**src/rtl/id_ex_stage_pkg.sv**
```systemverilog
// Shared pipeline definitions: ID/EX control-bundle layout, ALU op codes and link register.
package id_ex_stage_pkg;

  localparam int CTRL_W = 15;
  localparam int REG_W  = 5;

  localparam int CTRL_ALUOP_HI = 14;
  localparam int CTRL_ALUOP_LO = 11;
  localparam int CTRL_REGDST   = 10;
  localparam int CTRL_BRANCH   = 9;
  localparam int CTRL_MEMREAD  = 8;
  localparam int CTRL_MEMTOREG = 7;
  localparam int CTRL_MEMWRITE = 6;
  localparam int CTRL_REGWRITE = 5;
  localparam int CTRL_ALUSRC   = 4;
  localparam int CTRL_BNE      = 3;
  localparam int CTRL_JUMP     = 2;
  localparam int CTRL_JAL      = 1;
  localparam int CTRL_JR       = 0;

  localparam logic [REG_W-1:0] LINK_REG = 5'd31;

  typedef enum logic [3:0] {
    ALU_AND = 4'h0,
    ALU_OR  = 4'h1,
    ALU_ADD = 4'h2,
    ALU_SUB = 4'h6,
    ALU_SLT = 4'h7,
    ALU_NOR = 4'hC
  } alu_op_e;

  // rt is a true source operand only for R-type, branches and stores.
  function automatic logic ctrl_use_rt(input logic [CTRL_W-1:0] ctrl);
    return ctrl[CTRL_REGDST] | ctrl[CTRL_BRANCH] | ctrl[CTRL_MEMWRITE];
  endfunction

endpackage

```
**src/rtl/id_ex_stage_load_use_detect.sv**
```systemverilog
// Combinational load-use hazard compare between the load in EX and the sources in ID.
module load_use_detect
  import id_ex_stage_pkg::*;
(
  input  logic             i_ex_valid,
  input  logic             i_ex_mem_read,
  input  logic [REG_W-1:0] i_ex_wreg,
  input  logic [REG_W-1:0] i_id_rs,
  input  logic [REG_W-1:0] i_id_rt,
  input  logic             i_id_use_rt,
  output logic             o_hazard
);

  logic w_rs_match;
  logic w_rt_match;

  assign w_rs_match = (i_ex_wreg == i_id_rs);
  assign w_rt_match = i_id_use_rt & (i_ex_wreg == i_id_rt);

  // $zero is never a real dependency.
  assign o_hazard = i_ex_valid & i_ex_mem_read & (i_ex_wreg != '0) & (w_rs_match | w_rt_match);

endmodule

```
**src/rtl/id_ex_stage.sv**
```systemverilog
// ID/EX pipeline register with load-use bubble insertion, flush/hold and saturating bubble counter.
module id_ex_stage
  import id_ex_stage_pkg::*;
#(
  parameter int DATA_W = 32,
  parameter int CNT_W  = 16
) (
  input  logic              clk,
  input  logic              rst_n,
  input  logic [CTRL_W-1:0] id_ctrl_i,
  input  logic [DATA_W-1:0] id_pc4_i,
  input  logic [DATA_W-1:0] id_rs_data_i,
  input  logic [DATA_W-1:0] id_rt_data_i,
  input  logic [DATA_W-1:0] id_imm_i,
  input  logic [REG_W-1:0]  id_rs_i,
  input  logic [REG_W-1:0]  id_rt_i,
  input  logic [REG_W-1:0]  id_rd_i,
  input  logic [REG_W-1:0]  id_shamt_i,
  input  logic              id_pred_taken_i,
  input  logic              flush_i,
  input  logic              hold_i,
  output logic              stall_o,
  output logic [CTRL_W-1:0] ex_ctrl_o,
  output logic [DATA_W-1:0] ex_pc4_o,
  output logic [DATA_W-1:0] ex_rs_data_o,
  output logic [DATA_W-1:0] ex_rt_data_o,
  output logic [DATA_W-1:0] ex_imm_o,
  output logic [REG_W-1:0]  ex_rs_o,
  output logic [REG_W-1:0]  ex_rt_o,
  output logic [REG_W-1:0]  ex_wreg_o,
  output logic [REG_W-1:0]  ex_shamt_o,
  output logic              ex_pred_taken_o,
  output logic              ex_valid_o,
  output logic [CNT_W-1:0]  bubble_cnt_o
);

  logic [CTRL_W-1:0] r_ctrl;
  logic [DATA_W-1:0] r_pc4;
  logic [DATA_W-1:0] r_rs_data;
  logic [DATA_W-1:0] r_rt_data;
  logic [DATA_W-1:0] r_imm;
  logic [REG_W-1:0]  r_rs;
  logic [REG_W-1:0]  r_rt;
  logic [REG_W-1:0]  r_wreg;
  logic [REG_W-1:0]  r_shamt;
  logic              r_pred_taken;
  logic              r_valid;
  logic [CNT_W-1:0]  r_bubble_cnt;

  logic              w_hazard;
  logic [REG_W-1:0]  w_wreg_next;
  logic [CNT_W-1:0]  w_bubble_cnt_inc;

  load_use_detect u_load_use_detect (
    .i_ex_valid    (r_valid),
    .i_ex_mem_read (r_ctrl[CTRL_MEMREAD]),
    .i_ex_wreg     (r_wreg),
    .i_id_rs       (id_rs_i),
    .i_id_rt       (id_rt_i),
    .i_id_use_rt   (ctrl_use_rt(id_ctrl_i)),
    .o_hazard      (w_hazard)
  );

  assign stall_o = w_hazard & ~flush_i & ~hold_i;

  always_comb begin
    w_wreg_next = id_rt_i;
    if (id_ctrl_i[CTRL_JAL]) begin
      w_wreg_next = LINK_REG;
    end else if (id_ctrl_i[CTRL_REGDST]) begin
      w_wreg_next = id_rd_i;
    end
  end

  assign w_bubble_cnt_inc = (&r_bubble_cnt) ? r_bubble_cnt
                                            : r_bubble_cnt + {{(CNT_W-1){1'b0}}, 1'b1};

  // Flush outranks hold so a mispredicted instruction cannot survive a freeze.
  always_ff @(posedge clk) begin
    if (!rst_n) begin
      r_ctrl       <= '0;
      r_pc4        <= '0;
      r_rs_data    <= '0;
      r_rt_data    <= '0;
      r_imm        <= '0;
      r_rs         <= '0;
      r_rt         <= '0;
      r_wreg       <= '0;
      r_shamt      <= '0;
      r_pred_taken <= 1'b0;
      r_valid      <= 1'b0;
      r_bubble_cnt <= '0;
    end else if (flush_i || (!hold_i && w_hazard)) begin
      r_ctrl       <= '0;
      r_pred_taken <= 1'b0;
      r_valid      <= 1'b0;
      r_bubble_cnt <= w_bubble_cnt_inc;
    end else if (!hold_i) begin
      r_ctrl       <= id_ctrl_i;
      r_pc4        <= id_pc4_i;
      r_rs_data    <= id_rs_data_i;
      r_rt_data    <= id_rt_data_i;
      r_imm        <= id_imm_i;
      r_rs         <= id_rs_i;
      r_rt         <= id_rt_i;
      r_wreg       <= w_wreg_next;
      r_shamt      <= id_shamt_i;
      r_pred_taken <= id_pred_taken_i;
      r_valid      <= 1'b1;
    end
  end

  assign ex_ctrl_o       = r_ctrl;
  assign ex_pc4_o        = r_pc4;
  assign ex_rs_data_o    = r_rs_data;
  assign ex_rt_data_o    = r_rt_data;
  assign ex_imm_o        = r_imm;
  assign ex_rs_o         = r_rs;
  assign ex_rt_o         = r_rt;
  assign ex_wreg_o       = r_wreg;
  assign ex_shamt_o      = r_shamt;
  assign ex_pred_taken_o = r_pred_taken;
  assign ex_valid_o      = r_valid;
  assign bubble_cnt_o    = r_bubble_cnt;

endmodule

```
**config.mk**
```make
export PLATFORM = sky130hd
export DESIGN_NAME = id_ex_stage
export DESIGN_NICKNAME = d
export VERILOG_FILES = /design/src/rtl/id_ex_stage_pkg.sv /design/src/rtl/id_ex_stage_load_use_detect.sv /design/src/rtl/id_ex_stage.sv
export SDC_FILE = /design/constraint.sdc
export NUM_CORES = 1
export LEC_CHECK = 0
export CORE_MARGIN = 3
export CORE_UTILIZATION = 36
export CTS_CLUSTER_DIAMETER = 100
export DETAILED_ROUTE_END_ITERATION = 10
export GPL_TIMING_DRIVEN = 0
export PLACE_DENSITY = 0.74
export SYNTH_ARGS = -nofsm -noshare
export SYNTH_HDL_FRONTEND = slang
export SYNTH_HIERARCHICAL = 1
export SYNTH_SLANG_ARGS = --single-unit
export TNS_END_PERCENT = 100
```
**constraint.sdc**
```tcl
create_clock -name clk -period 2.6 [get_ports clk]
set_clock_uncertainty 0.2 [all_clocks]
set_input_delay 0.52 -clock clk [delete_from_list [all_inputs] [get_ports clk]]
set_output_delay 0.52 -clock clk [all_outputs]
set_load 0.005 [all_outputs]
```
==> results of run 1 <==
## stage by stage
step	cells	utilization	setup WS [ps]	total power [W]	TNS, ps
4_1_cts	1438	0.615	-174	0.00649	-5050
3_5_place_dp	1404	0.579	-1060	0.00390	-130670
6_report	1447	0.630	-171	0.00647	-1270
5_1_grt	1447	0.630	-249	0.00675	-4360
2_1_floorplan	827	-	97.5	0.00330	0
3_3_place_gp	1404	0.579	-1020	0.00389	-122640
## layout make-up
type                    instances  area, µm²
clock buffers                  17        425
clock inverters                15        163
repair buffers                360       3580
inverters                       5       18.8
well taps                     229        287
fillers                      1609       6720
multi-input cells             584       2980
diodes                          2       5.00
flip-flops and latches        181       3640
plain buffers                  54        334
## worst max-delay path: stages
cell and delay [ps]:
dlygate4sd2_1 270, xor2_1 160, nor4_2 300, nand3_1 140
a21oi_2 200, and2b_2 200, nor2b_4 140, buf_2 120
## flip-flops by register name, summed over array words and instances (netlist names), 15 cells and up
signal	cells
bubble_cnt_o	16
ex_ctrl_o	15
ex_imm_o	32
ex_pc4_o	32
ex_rs_data_o	32
ex_rt_data_o	32
## kinds of logic after synthesis
group | after synthesis
xor gates and xnor gates | 10
adders and majority gates | 1
buffers and inverters | 62
muxes | 17
DFF | 181
and+or+nand+nor | 372
AOI/OAI and AO/OA | 184
## routing by layer
layer	share of wire	vias to the layer above
met1	0.41	3178
met3	0.069	37
met2	0.50	253
met4	0.029	0
li1	-	3516
met5	0	-
## cells in the mapped netlist (2+ instances only)
| master | count | area, µm² |
|---|---|---|
| o21ai_0 | 5 | 25.0 |
| xor2_1 | 7 | 61.3 |
| nor4_1 | 2 | 12.5 |
| or3_1 | 5 | 31.3 |
| xnor2_1 | 3 | 26.3 |
| a2111oi_0 | 5 | 43.8 |
| nand2_1 | 298 | 1120 |
| nor2_1 | 23 | 86.3 |
| inv_1 | 4 | 15.0 |
| buf_2 | 27 | 135 |
| o311a_1 | 2 | 20.0 |
| nor2b_1 | 6 | 37.5 |
| o21bai_1 | 2 | 15.0 |
| nor3_1 | 12 | 60.1 |
| clkbuf_1 | 27 | 101 |
| mux2i_1 | 17 | 170 |
| nand4_1 | 3 | 18.8 |
| o211ai_2 | 2 | 25.0 |
| a211oi_1 | 3 | 22.5 |
| or4_1 | 7 | 52.6 |
| a21oi_1 | 153 | 766 |
| nand3_1 | 7 | 35.0 |
| buf_6 | 2 | 22.5 |
| dfxtp_1 | 181 | 3620 |
| o31ai_1 | 6 | 45.0 |
## final timing paths
kind / startpoint / to / cells after the start / slack (ps)
worst max-delay path: id_rt_i[3] / stall_o / 8 / -170
worst min-delay path: id_rt_i[4] / ex_rt_o[4]$_SDFFE_PN0P_ / 3 / 210
worst max register to register: ex_wreg_o[2]$_SDFFE_PN0P_ / ex_ctrl_o[10]$_SDFFE_PP0N_ / 10 / -100
worst min register to register: ex_pc4_o[7]$_SDFFE_PN0P_ / ex_pc4_o[7]$_SDFFE_PN0P_ / 2 / 250
## repair_timing
| item | CTS | global route |
|---|---|---|
| resized for setup | 37 | 61 |
| buffers inserted | 4 | 6 |
| setup endpoints to repair | 179 | 166 |
| hold endpoints to repair | 0 | 0 |
| pin swaps | 7 | 13 |
| cloned | 0 | 2 |
## report_power, final
group | switching, W | total (W) | internal, W
clock | 0.00122 | 0.00259 | 0.00137
combinational | 0.000375 | 0.000930 | 0.000555
sequential | 0.0000654 | 0.00295 | 0.00289
==> results.sh, run 1 <==
export IMPL_cts_sinks=181
export IMPL_cts_buffers=17
export IMPL_synth_area_per_cell_um2=8.15
export IMPL_min_path_type="input port to flip-flop"
export IMPL_synth_warnings=6
export IMPL_layout_commonest_cell="clkdlybuf4s50_1"
export IMPL_drt_first_pass_iters=4
export IMPL_violations="negative setup slack"
export IMPL_vias=6984
export IMPL_p_per_area_mw_per_mm2=566
export IMPL_track_usage=0.226
export IMPL_grt_busiest_layer="met2"
export IMPL_pin_count=350
export IMPL_core_area_mm2=0.0181
export IMPL_cp_max_fo=3
export IMPL_rsz0062_at_grt="yes"
export IMPL_final_area_mm2=0.0114
export IMPL_grt_pass1_vias=6634
export IMPL_cts_tree="built"
export IMPL_ir_drop_v=0.000419
export IMPL_synth_nets=996
export IMPL_gr_usage_met1=0.261
export IMPL_hpwl_um=18300
export IMPL_die_x_um=143
export IMPL_path_clk_slew_ps=70
export IMPL_synth_xor_area_frac=0.0130
export IMPL_place_area_mm2=0.0105
export IMPL_drcViolationCount=0
export IMPL_synth_seq_area_share=0.538
export IMPL_route_final_wire_length_um=24500
export IMPL_required_ps=1880
export IMPL_fmax_ghz=0.361
export IMPL_initial_utilization=0.371
export IMPL_maxCapViolations=0
export IMPL_fp_dieArea_mm2=0.0204
export IMPL_met2_usage=0.393
export IMPL_cts_hold_buf=0
export IMPL_fin_ws_ps=-171
export IMPL_io_buffers=348
export IMPL_timing_hold_ws_ps=212
export IMPL_antenna_found_initial=2
export IMPL_drt_iter0_markers=253
export IMPL_ys_flop_type="dfxtp_1"
export IMPL_setup_viol=18
export IMPL_clock_latency_ps=420
export IMPL_async_flop_share=0
export IMPL_layout_common_cells="clkdlybuf4s50_1 (340), nand2_1 (297), dfxtp_1 (177)"
export IMPL_worst_setup_path_start_kind="input port"
export IMPL_syn_cell_area_mm2=0.00674
export IMPL_synth_compound_area_frac=0.153
export IMPL_synth_simple_gate_area_share=0.227
export IMPL_synth_enable_flop_cells=0
export IMPL_p_leak_nw=4.16
export IMPL_endpoint_kind="output port"
export IMPL_via_per_inst=4.83
export IMPL_synth_adder_area_share=0.00186
export IMPL_overflow=0
export IMPL_synth_top_family_by_area="simple AND/OR/NAND/NOR gates"
export IMPL_placement_rows=49
export IMPL_clock_path_buffers=2
export IMPL_fp_dieH_um=143
export IMPL_grt_pass1_wl_um=36200
export IMPL_yosysUniqueCellTypes=43
export IMPL_finalHoldViolCount=0
export IMPL_status="finished, violations left"
export IMPL_gp_congestion=0.860
export IMPL_grt_use_met3=0.0683
export IMPL_synth_cells=827
export IMPL_slew_headroom=0.509
export IMPL_final_antenna_net_count=0
export IMPL_layout_nets=1372
export IMPL_max_slew_worst_pin_slew_ps=736
export IMPL_synth_mux_area_fraction=0.0253
export IMPL_fin_crit_sh=1.07
export IMPL_slew_violations=0
export IMPL_cts_max_level=4
export IMPL_worstPathArrival_ps=2050
export IMPL_fin_crit_ps=2770
export IMPL_area_growth_syn_to_layout_pct=69.6
export IMPL_grt_max_degree=19
export IMPL_critical_path_class="input port to output port"
export IMPL_wire_per_inst_um=16.9
export IMPL_cts_root_buf="clkbuf_16"
export IMPL_drive_gt1_frac=0.0905
export IMPL_ys_ff_latch=181
(Power assumes the default switching activity.)
==> run 2, diff against run 1 <==
- CORE_AREA: default -> 3 3 133 135
- CORE_MARGIN: 3 -> default
- CORE_UTILIZATION: 36 -> default
- DIE_AREA: default -> 0 0 136 138
- PLACE_DENSITY: 0.74 -> 0.78
- clock period: 2.6 -> 3.25 ns (I/O delays scaled with it)
==> run 2 against run 1 <==
  * The flow now finishes without violations
  * Setup slack gained 380 ps
  * Utilization is 3.8 points higher
  * Sequential power shrank 20%
  * Hold slack better by 41 ps
  * Die area down 8.0%
  * Cell count shrank 1.4%
  * Via count decreased by 0.64%
  * Largest power group unchanged
==> results.sh, run 2 (synthesis results as in run 1) <==
export IMPL_status="complete, no violations"
export IMPL_gp_congestion=0.844
export IMPL_dpl_worst_slack_ps=-654
export IMPL_worstPathArrival_ps=3190
export IMPL_final_antenna_net_count=0
export IMPL_route_final_wire_length_um=23900
export IMPL_drive_gt1_frac=0.0605
export IMPL_multi_input_area_mm2=0.00284
export IMPL_core_area_mm2=0.0166
export IMPL_slew_violations=0
export IMPL_endpoint_kind="flip-flop"
export IMPL_antenna_found_initial=1
export IMPL_layout_common_cells="clkdlybuf4s50_1 (342), nand2_1 (298), dfxtp_1 (181)"
export IMPL_crit_buf_inv=3
export IMPL_grt_busiest_layer="met2"
export IMPL_placement_rows=47
export IMPL_gr_usage_met1=0.270
export IMPL_p_per_area_mw_per_mm2=460
export IMPL_insertedDiodeCount=0
export IMPL_layout_commonest_cell="clkdlybuf4s50_1"
export IMPL_initial_utilization=0.406
export IMPL_r2r_start="ex_wreg_o[4]$_SDFFE_PN0P_"
export IMPL_drt_iter0_markers=345
export IMPL_drt_first_pass_iters=4
export IMPL_cts_max_level=4
export IMPL_setup_viol=0
export IMPL_finalHoldViolCount=0
export IMPL_pin_count=350
export IMPL_rsz0062_at_grt="no"
export IMPL_required_ps=3390
export IMPL_cp_cell_sequence="clkdlybuf4s50_1 -> or3_1 -> nand3_1 -> a21oi_2 -> nor3_1 -> buf_2 -> clkbuf_1 -> nand2_1 -> a21oi_1"
export IMPL_cts_root_buf="clkbuf_16"
export IMPL_area_growth_syn_to_layout_pct=64.4
export IMPL_holdCritStartpoint="ex_rt_data_o[12]$_SDFFE_PN0P_"
export IMPL_fill_cells=1431
export IMPL_min_path_type="flip-flop to flip-flop"
export IMPL_fmax_ghz=0.328
export IMPL_cts_tree="built"
export IMPL_worst_setup_path_start_kind="input port"
export IMPL_slew_headroom=0.542
export IMPL_max_stage_delay_ps=500
export IMPL_vias=6939
export IMPL_critical_path_class="input port to flip-flop"
export IMPL_final_area_mm2=0.0111
export IMPL_fp_dieArea_mm2=0.0188
export IMPL_grt_pass1_wl_um=36200
export IMPL_fin_util=0.668
export IMPL_cts_buffers=17
export IMPL_clock_latency_ps=410
export IMPL_cp_max_fo=10
export IMPL_via_per_inst=4.86
export IMPL_overflow=0
export IMPL_crit_family="buffers and inverters"
export IMPL_fin_crit_ps=3050
export IMPL_cp_slowest_cell="nor3_1"
export IMPL_power_total_w=0.00509
export IMPL_maxCapViolations=0
export IMPL_fp_dieH_um=138
export IMPL_grt_max_degree=17
export IMPL_wire_per_inst_um=16.8
export IMPL_grt_use_met3=0.0883
export IMPL_ir_drop_v=0.000348
export IMPL_register_area_mm2=0.00362
export IMPL_max_slew_worst_pin_slew_ps=686
export IMPL_layout_nets=1363
export IMPL_fin_crit_sh=0.937
export IMPL_met2_usage=0.435
export IMPL_track_usage=0.244
export IMPL_io_buffers=348
export IMPL_clock_path_buffers=2
export IMPL_fin_ws_ps=204
export IMPL_drcViolationCount=0
export IMPL_cts_sinks=181
export IMPL_place_area_mm2=0.0105
export IMPL_hpwl_um=18400
export IMPL_grt_pass1_vias=6511
export IMPL_startpoint="id_ctrl_i[6]"
export IMPL_p_leak_nw=4.04
export IMPL_path_clk_slew_ps=70
export IMPL_die_x_um=136
==> run 2: cell types whose count changed in the layout (fill, tap and decap cells not counted), sizes merged <==
| cell | before | now |
|---|---|---|
| clkdlybuf4s15 | 1 | 0 |
| buf | 41 | 31 |
| clkdlybuf4s50 | 340 | 342 |
| bufinv | 1 | 2 |
| clkbuf | 44 | 46 |
| clkinvlp | 1 | 2 |
| dlymetal6s2s | 0 | 1 |
| dlygate4sd2 | 5 | 4 |
| diode | 2 | 0 |
| clkinv | 7 | 8 |
| inv | 11 | 6 |
==> run 2: layer usage <==
layer | up-vias | wire length, µm
met5 | - | 13
met4 | 2 | 521
met3 | 35 | 2190
met2 | 268 | 12200
met1 | 3142 | 9020
li1 | 3492 | -
==> run 2: final cells by class <==
type / count / area share
inverter: 5 / 0.00169
timing repair buffer: 349 / 0.314
tap: 220 / 0.0248
multi-input combinational: 584 / 0.257
clock buffer: 19 / 0.0400
sequential: 181 / 0.327
clock inverter: 13 / 0.0119
buffer: 56 / 0.0234
==> run 2: path summary, 6_finish.rpt <==
| kind | end | slack [ps] | cells past startpoint |
|---|---|---|---|
| worst max-delay path | ex_rt_data_o[9]$_SDFFE_PN0P_ | 200 | 9 |
| worst min-delay path | ex_rt_data_o[12]$_SDFFE_PN0P_ | 250 | 2 |
| worst max register to register | ex_rt_data_o[9]$_SDFFE_PN0P_ | 300 | 8 |
| worst min register to register | ex_rt_data_o[12]$_SDFFE_PN0P_ | 250 | 2 |
==> run 2: worst register-to-register path, stage by stage, from the launching register on <==
cell and delay [ps]:
dfxtp_1 370, or4_1 540, o211ai_2 170, a21oi_2 60, nor3_1 500, buf_2 380
clkbuf_1 380, nand2_1 110, a21oi_1 160
==> run 2: report_power, final <==
part	switching, W	internal, W
Combinational	0.000283	0.000418
Sequential	0.0000525	0.00231
Clock	0.000875	0.00115
Total	0.00121	0.00388
==> run 2: what timing repair did <==
action                     in CTS  in global routing
pin swaps                       2                  3
gates resized for setup         7                  4
hold buffers                    0                  0
setup endpoints to repair       2                  1
buffers inserted                1                  0
cloned                          0                  0
==> run 2: through the flow <==
| step | setup TNS [ps] | hold WS [ps] | std cells |
|---|---|---|---|
| 6_report | 0 | 253 | 1427 |
| 5_1_grt | 0 | 267 | 1427 |
| 4_1_cts | 0 | 254 | 1427 |
| 3_5_place_dp | -40040 | 245 | 1395 |
| 3_3_place_gp | -26690 | 241 | 1395 |
| 2_1_floorplan | 0 | 253 | 827 |
==> run 3, diff against run 2 <==
- HOLD_SLACK_MARGIN: default -> 0.06
==> results of run 3 <==
The final DEF is identical to that of run 2; final timing and power are the same.
